$ cat config.mk
export PLATFORM = sky130hd
export DESIGN_NAME = playback_sequencer_flat
export DESIGN_NICKNAME = d
export VERILOG_FILES = /design/src/rtl/playback_sequencer_if.sv /design/src/rtl/playback_sequencer.sv /design/src/flat_wrapper.sv
export SDC_FILE = /design/constraint.sdc
export NUM_CORES = 1
export LEC_CHECK = 0
export CAP_MARGIN = 20
export CORE_MARGIN = 1.5
export CORE_UTILIZATION = 44
export DETAILED_ROUTE_END_ITERATION = 10
export GPL_TIMING_DRIVEN = 0
export PLACE_DENSITY_LB_ADDON = 0.25
export SYNTH_ARGS = -nofsm -noshare
export SYNTH_HDL_FRONTEND = slang
export SYNTH_SLANG_ARGS = --single-unit
$ cat constraint.sdc
create_clock -name clk -period 11.5 [get_ports clk]
set_input_delay 1.725 -clock clk [delete_from_list [all_inputs] [get_ports clk]]
set_output_delay 1.725 -clock clk [all_outputs]
set_load 0.02 [all_outputs]
$ cat src/rtl/playback_sequencer_if.sv
// Transport interface between the button/player/codec side and the
// playback sequencer.
//   play_pause, next   : one-cycle debounced button pulses
//   song_done          : one-cycle end-of-song pulse from the player
//   new_frame          : one-cycle codec frame strobe
//   sample_in          : signed sample from the player
//   play, song, restart: player control (run enable, index, restart pulse)
//   sample_out         : signed gain-scaled sample to the codec
// master drives the pulses and sample_in; slave (the sequencer) drives the rest.
interface playback_sequencer_if #(
  parameter int SONG_W = 2
);
  logic                     play_pause;
  logic                     next;
  logic                     song_done;
  logic                     new_frame;
  logic signed [15:0]       sample_in;
  logic                     play;
  logic        [SONG_W-1:0] song;
  logic                     restart;
  logic signed [15:0]       sample_out;

  modport master (
    output play_pause, next, song_done, new_frame, sample_in,
    input  play, song, restart, sample_out
  );

  modport slave (
    input  play_pause, next, song_done, new_frame, sample_in,
    output play, song, restart, sample_out
  );
endinterface

$ cat src/rtl/playback_sequencer.sv
// Playback transport controller. Sequences play / pause / next / auto-advance,
// owns the song index, pulses restart to the player on every song change and
// applies a per-frame linear gain ramp to the sample stream so that starts,
// stops and song switches are click-free.
// Ports:
//   clk    : system clock
//   reset  : asynchronous reset, active-low
//   bus    : playback_sequencer_if slave modport (see interface header)
module playback_sequencer #(
  parameter int NUM_SONGS = 4,
  parameter int SONG_W    = 2,
  parameter int GAIN_W    = 8,
  parameter int RAMP_STEP = 8
) (
  input  logic                  clk,
  input  logic                  reset,
  playback_sequencer_if.slave   bus
);

  localparam logic [2:0] ST_PAUSED    = 3'd0;
  localparam logic [2:0] ST_RAMP_UP   = 3'd1;
  localparam logic [2:0] ST_PLAYING   = 3'd2;
  localparam logic [2:0] ST_RAMP_DOWN = 3'd3;
  localparam logic [2:0] ST_SWITCH    = 3'd4;

  localparam logic [GAIN_W:0]   GAIN_UNITY = {1'b1, {GAIN_W{1'b0}}};
  localparam logic [GAIN_W:0]   GAIN_STEP  = (GAIN_W+1)'(RAMP_STEP);
  localparam logic [SONG_W-1:0] SONG_LAST  = SONG_W'(NUM_SONGS-1);
  localparam int                PROD_W     = 16 + GAIN_W + 1;

  // Saturating ramp steps: the gain never leaves 0..unity.
  function automatic logic [GAIN_W:0] gain_up(input logic [GAIN_W:0] g);
    logic [GAIN_W+1:0] sum;
    sum = {1'b0, g} + {1'b0, GAIN_STEP};
    return (sum >= {1'b0, GAIN_UNITY}) ? GAIN_UNITY : sum[GAIN_W:0];
  endfunction

  function automatic logic [GAIN_W:0] gain_down(input logic [GAIN_W:0] g);
    return (g <= GAIN_STEP) ? '0 : (g - GAIN_STEP);
  endfunction

  // Signed sample times unsigned gain, arithmetic shift back to 16 bits.
  // Gain <= unity, so the result always fits without saturation.
  function automatic logic signed [15:0] scale(input logic signed [15:0] s,
                                               input logic [GAIN_W:0]    g);
    logic signed [PROD_W-1:0] prod;
    logic signed [PROD_W-1:0] shifted;
    prod    = PROD_W'(s) * PROD_W'($signed({1'b0, g}));
    shifted = prod >>> GAIN_W;
    return shifted[15:0];
  endfunction

  logic        [2:0]        state_q,       state_d;
  logic        [SONG_W-1:0] song_q,        song_d;
  logic                     restart_q,     restart_d;
  logic        [GAIN_W:0]   gain_q,        gain_d;
  logic                     target_next_q, target_next_d;
  logic signed [15:0]       sample_out_q,  sample_out_d;

  logic                     ev_next;
  logic        [SONG_W-1:0] song_inc;

  always_comb begin
    state_d       = state_q;
    song_d        = song_q;
    restart_d     = 1'b0;
    gain_d        = gain_q;
    target_next_d = target_next_q;
    sample_out_d  = sample_out_q;

    ev_next  = bus.next | bus.song_done;
    song_inc = (song_q == SONG_LAST) ? '0 : song_q + 1'b1;

    case (state_q)
      ST_PAUSED: begin
        // A next pulse right after an advance is dropped so that restart
        // can never be high on two consecutive cycles.
        if (bus.next && !restart_q) begin
          song_d    = song_inc;
          restart_d = 1'b1;
        end
        if (bus.play_pause) state_d = ST_RAMP_UP;
      end

      ST_RAMP_UP: begin
        if (ev_next) begin
          state_d       = ST_RAMP_DOWN;
          target_next_d = 1'b1;
        end else if (bus.play_pause) begin
          state_d       = ST_RAMP_DOWN;
          target_next_d = 1'b0;
        end else if (bus.new_frame) begin
          gain_d = gain_up(gain_q);
          if (gain_d == GAIN_UNITY) state_d = ST_PLAYING;
        end
      end

      ST_PLAYING: begin
        if (ev_next) begin
          state_d       = ST_RAMP_DOWN;
          target_next_d = 1'b1;
        end else if (bus.play_pause) begin
          state_d       = ST_RAMP_DOWN;
          target_next_d = 1'b0;
        end
      end

      ST_RAMP_DOWN: begin
        if (!ev_next && bus.play_pause && !target_next_q) begin
          // Resume: ramp back up from wherever the gain is now.
          state_d = ST_RAMP_UP;
        end else begin
          if (ev_next) target_next_d = 1'b1;
          if (bus.new_frame) begin
            gain_d = gain_down(gain_q);
            if (gain_d == '0) begin
              if (target_next_d) begin
                // Index and restart are registered together so the player
                // sees the new song in the same cycle as the restart pulse.
                state_d   = ST_SWITCH;
                song_d    = song_inc;
                restart_d = 1'b1;
              end else begin
                state_d = ST_PAUSED;
              end
            end
          end
        end
      end

      ST_SWITCH: state_d = ST_RAMP_UP;

      default: state_d = ST_PAUSED;
    endcase

    if (bus.new_frame) sample_out_d = scale(bus.sample_in, gain_d);
  end

  always_ff @(posedge clk or negedge reset) begin
    if (!reset) begin
      state_q       <= ST_PAUSED;
      song_q        <= '0;
      restart_q     <= 1'b0;
      gain_q        <= '0;
      target_next_q <= 1'b0;
      sample_out_q  <= '0;
    end else begin
      state_q       <= state_d;
      song_q        <= song_d;
      restart_q     <= restart_d;
      gain_q        <= gain_d;
      target_next_q <= target_next_d;
      sample_out_q  <= sample_out_d;
    end
  end

  assign bus.play       = (state_q != ST_PAUSED);
  assign bus.song       = song_q;
  assign bus.restart    = restart_q;
  assign bus.sample_out = sample_out_q;

endmodule
$ cat src/flat_wrapper.sv
// flat-port wrapper written by rule: the top's interface ports become plain ports
module playback_sequencer_flat 
#(
  parameter int NUM_SONGS = 4,
  parameter int SONG_W    = 2,
  parameter int GAIN_W    = 8,
  parameter int RAMP_STEP = 8
)
  (clk, reset, bus_play_pause, bus_next, bus_song_done, bus_new_frame, bus_sample_in, bus_play, bus_song, bus_restart, bus_sample_out);
  playback_sequencer_if #(.SONG_W(SONG_W)) bus_i ();
  input  logic clk;
  input  logic reset;
  input wire logic [$bits(bus_i.play_pause)-1:0] bus_play_pause;
  input wire logic [$bits(bus_i.next)-1:0] bus_next;
  input wire logic [$bits(bus_i.song_done)-1:0] bus_song_done;
  input wire logic [$bits(bus_i.new_frame)-1:0] bus_new_frame;
  input wire logic [$bits(bus_i.sample_in)-1:0] bus_sample_in;
  output wire logic [$bits(bus_i.play)-1:0] bus_play;
  output wire logic [$bits(bus_i.song)-1:0] bus_song;
  output wire logic [$bits(bus_i.restart)-1:0] bus_restart;
  output wire logic [$bits(bus_i.sample_out)-1:0] bus_sample_out;
  assign bus_i.play_pause = bus_play_pause;
  assign bus_i.next = bus_next;
  assign bus_i.song_done = bus_song_done;
  assign bus_i.new_frame = bus_new_frame;
  assign bus_i.sample_in = bus_sample_in;
  assign bus_play = bus_i.play;
  assign bus_song = bus_i.song;
  assign bus_restart = bus_i.restart;
  assign bus_sample_out = bus_i.sample_out;
  playback_sequencer #(.NUM_SONGS(NUM_SONGS), .SONG_W(SONG_W), .GAIN_W(GAIN_W), .RAMP_STEP(RAMP_STEP)) u_core (.clk(clk), .reset(reset), .bus(bus_i));
endmodule
==> impl_results.md <==
- Status: finished clean
- Share of the synthesized area in the top cell type: 34.2%
- Category of the most critical setup path: primary input to register
- Largest net degree at the start of global routing: 33
- Flip-flop and latch count after synthesis: 32
- Share of final-layout standard cells stronger than drive strength 1: 6.03%
- Clock H-tree levels: 2
- Endpoint class of the critical path: register
- Wire length of the first global-routing pass: 27300 um
- Reg-to-reg endpoint: u_core.bus.sample_out[15]
- Average routed wire per standard cell: 16.4 um
- Number of detailed-routing iterations run before antenna repair: 5
- DRC: 0
- Row Count: 44
- Synthesis-to-finish area growth: 11.1%
- Number of global-route vias before repair: 5572
- Arrival time of the worst setup path: 10.13 ns
- Period minus WS final: 9.97 ns
- Worst Reg-to-Reg Cells: 27
- Input/output buffers: 33
- Post-cts sizing count: 0
- Top-level I/O count: 42
- Syn_nets: 926
- Synth unique cells: 61
- Clock Skews: 0.00353 ns
- Gpl congestion: 0.893
- Total Routing Usage GR: 21.4%
- Setup tns final: 0 ns
- Count of endpoints failing hold in the final timing report: 0
- Maximum number of buffers from clock root to sink: 2
- CTS tree: built
- Vias per cell: 5.34
- Capturing instance or port of the critical path: u_core.bus.sample_out[15]
- Clock root buffer master: sky130_fd_sc_hd__clkbuf_16
- Number of vias after detailed routing: 5148
- Worst Tran Pin Value: 0.975 ns
- Clock latency at the later pin of the worst-skew pair: 0.28 ns
- Commonest register cell after synthesis: sky130_fd_sc_hd__dfrtp_1
- Share of flip-flops with an asynchronous set or reset: 100%
- Count of flip-flops with a built-in enable after synthesis: 0
- DIE WIDTH: 126 um
- TritonCTS Sinks: 32
- Number of clock buffers inserted by TritonCTS: 5
- Iter 0 DRT Violations: 291
- Number of buffers added to fix hold violations after cts: 0
- Clock slew seen by the registers of the worst setup and hold paths: 0.05 ns
- Overall die height: 126 um
- Seq/Total Area, Yosys: 12.0%
- Overall die area: 15900 um2
- Unrepaired setup endpoints after global routing: false
- Critical path startpoint category: primary input
- Largest fanout on the critical path: 10
- Total half-perimeter wirelength after legalization and detailed placement: 13000 um
- Post-detailed-route count of antenna-violating nets: 0
- Register-to-register setup slack: 3.16 ns
- Max Cap Violations: 0
- Worst slew margin relative to its limit: 35.0%
- Number of nets in the finished design: 968
- Netlist area before placement: 6680 um2
- Period utilisation layout: 86.7%
- Max-slew violation count: 0
- Leading cell types by total area after synthesis: sky130_fd_sc_hd__fa_1 34%, sky130_fd_sc_hd__dfrtp_1 12%, sky130_fd_sc_hd__ha_1 10%
- Total number of yosys warnings: 0
- Routed Wire Length: 15800 um
- Origin of the critical flop-to-flop path: u_core.gain_q[3]
- GRT Residual Overflow: 0
- Number of antenna violations at the first check in global routing: 0
- F_max: 0.100 GHz
- Total setup violations reported at the end of the flow: 0
- Cell type contributing the most total cell area after synthesis: sky130_fd_sc_hd__fa_1
- Type of the most critical hold path: register to register
- Initial Utilization: 45.4%
- Startpoint of the worst setup timing path: bus_song_done
- Number of buffers inserted to repair setup after CTS: 0
- Cell count after synthesis: 736
- Core Footprint: 14700 um2
- Critical path required time: 11.66 ns
- Average cell area after synthesis: 9.08 um2
## Yosys cell counts, drive strengths merged (2+ instances only)
cell      n
buf      13
nand3    11
xnor2    20
and2     74
xor2      5
nor2     32
nor4b     3
and3      4
nand4     6
dfrtp    32
mux2i     2
ha       54
nand2    82
nand3b    2
a31oi     2
o32ai     2
o21ai    19
nor4      4
mux2     14
nor3     15
or3       2
nand2b    2
a221oi    2
fa      114
o211ai    3
inv     135
a21o      4
a211oi    4
a221o     2
o21a      2
nor3b     2
a21oi    26
nor2b     7
clkbuf   18
o31ai     4
## how the worst min path moves through the flow
stage | slack (ns) | start | depth (start not counted) | endpoint
6_report | 0.50 | u_core.bus.sample_out[0] | 1 | u_core.bus.sample_out[0]
5_1_grt | 0.52 | u_core.bus.sample_out[0] | 1 | u_core.bus.sample_out[0]
4_1_cts | 0.51 | u_core.bus.sample_out[9] | 1 | u_core.bus.sample_out[9]
3_5_place_dp | 0.50 | u_core.bus.sample_out[9] | 1 | u_core.bus.sample_out[9]
3_3_place_gp | 0.49 | u_core.bus.sample_out[3] | 1 | u_core.bus.sample_out[3]
2_1_floorplan | 0.52 | u_core.target_next_q | 1 | u_core.target_next_q
## cell type report
type	count	area [um2]
plain buffers	31	138
repair buffers	35	340
diodes	1	2.50
flip-flops and latches	32	801
inverters	135	507
fillers	1373	7280
well taps	184	230
clock inverters	3	42.5
multi-input cells	538	5240
clock buffers	5	125
## metal layers
| metal | vias to the layer above | GRT usage, % | wire length, um |
|---|---|---|---|
| met3 | 18 | 1.23 | 432 |
| met2 | 115 | 38.0 | 7890 |
| met5 | - | 0 | 0 |
| met4 | 0 | 5.00 | 303 |
| li1 | 2410 | - | - |
| met1 | 2605 | 29.0 | 7180 |
## per-stage QoR
step,hold WS [ns],utilization (%),instances,worst slack (ns),area (um2)
3_3_place_gp,0.490,49.3,953,1.10,7240
4_1_cts,0.507,50.5,963,1.55,7420
2_1_floorplan,0.520,-,736,3.08,6680
6_report,0.502,50.5,964,1.53,7420
5_1_grt,0.520,50.5,963,1.10,7420
3_5_place_dp,0.495,49.3,955,1.29,7250
## placed cells by master, fill, tap and decap left out, drive strengths merged, types with 2 or more instances in the layout
cell type / count
a211oi: 4
a21o: 4
a21oi: 26
a221o: 2
a221oi: 2
a31oi: 2
and2: 74
and3: 4
buf: 16
clkbuf: 23
clkdlybuf4s50: 32
dfrtp: 32
fa: 114
ha: 54
inv: 135
mux2: 14
mux2i: 2
nand2: 82
nand2b: 2
nand3: 11
nand3b: 2
nand4: 6
nor2: 32
nor2b: 7
nor3: 15
nor3b: 2
nor4: 4
nor4b: 3
o211ai: 3
o21a: 2
o21ai: 19
o31ai: 4
o32ai: 2
or3: 2
xnor2: 20
xor2: 5
## state kept, by name (all words and copies together), names as in the netlist
signal / flops
u_core.gain_q: 9
u_core.bus.sample_out: 16
u_core.state_q: 3
u_core.target_next_q: 1
u_core.bus.restart: 1
u_core.bus.song: 2
## critical path: stages
cell,delay (ns)
sky130_fd_sc_hd__clkdlybuf4s50_1,0.55
sky130_fd_sc_hd__nor4b_2,0.57
sky130_fd_sc_hd__nand2_1,0.23
sky130_fd_sc_hd__or4_1,0.51
sky130_fd_sc_hd__a31oi_1,0.74
sky130_fd_sc_hd__clkbuf_1,0.56
sky130_fd_sc_hd__nand2_1,0.14
sky130_fd_sc_hd__fa_1,0.50
sky130_fd_sc_hd__inv_1,0.05
sky130_fd_sc_hd__fa_1,0.56
sky130_fd_sc_hd__fa_1,0.43
sky130_fd_sc_hd__fa_1,0.50
sky130_fd_sc_hd__inv_1,0.06
sky130_fd_sc_hd__fa_1,0.53
sky130_fd_sc_hd__inv_1,0.04
sky130_fd_sc_hd__ha_1,0.37
sky130_fd_sc_hd__a21o_1,0.18
sky130_fd_sc_hd__a21o_1,0.17
sky130_fd_sc_hd__a211oi_1,0.34
sky130_fd_sc_hd__nand3_1,0.14
sky130_fd_sc_hd__a21oi_2,0.20
sky130_fd_sc_hd__nor4_1,0.09
sky130_fd_sc_hd__a2111oi_2,0.39
sky130_fd_sc_hd__xnor3_1,0.27
sky130_fd_sc_hd__mux2_2,0.27
## cell families after synthesis
family / count (synthesis) / synth area share, %
adders and majority gates: 168 / 44.3
and+or+nand+nor: 250 / 19.6
muxes: 16 / 2.66
xor gates and xnor gates: 26 / 3.61
buffers and inverters: 166 / 9.65
AOI/OAI and AO/OA: 78 / 8.17
DFF: 32 / 12.0
Power is left out: the tool's default activity adds up to more than one toggle a clock period on the data nets, which glitch-free logic cannot reach.
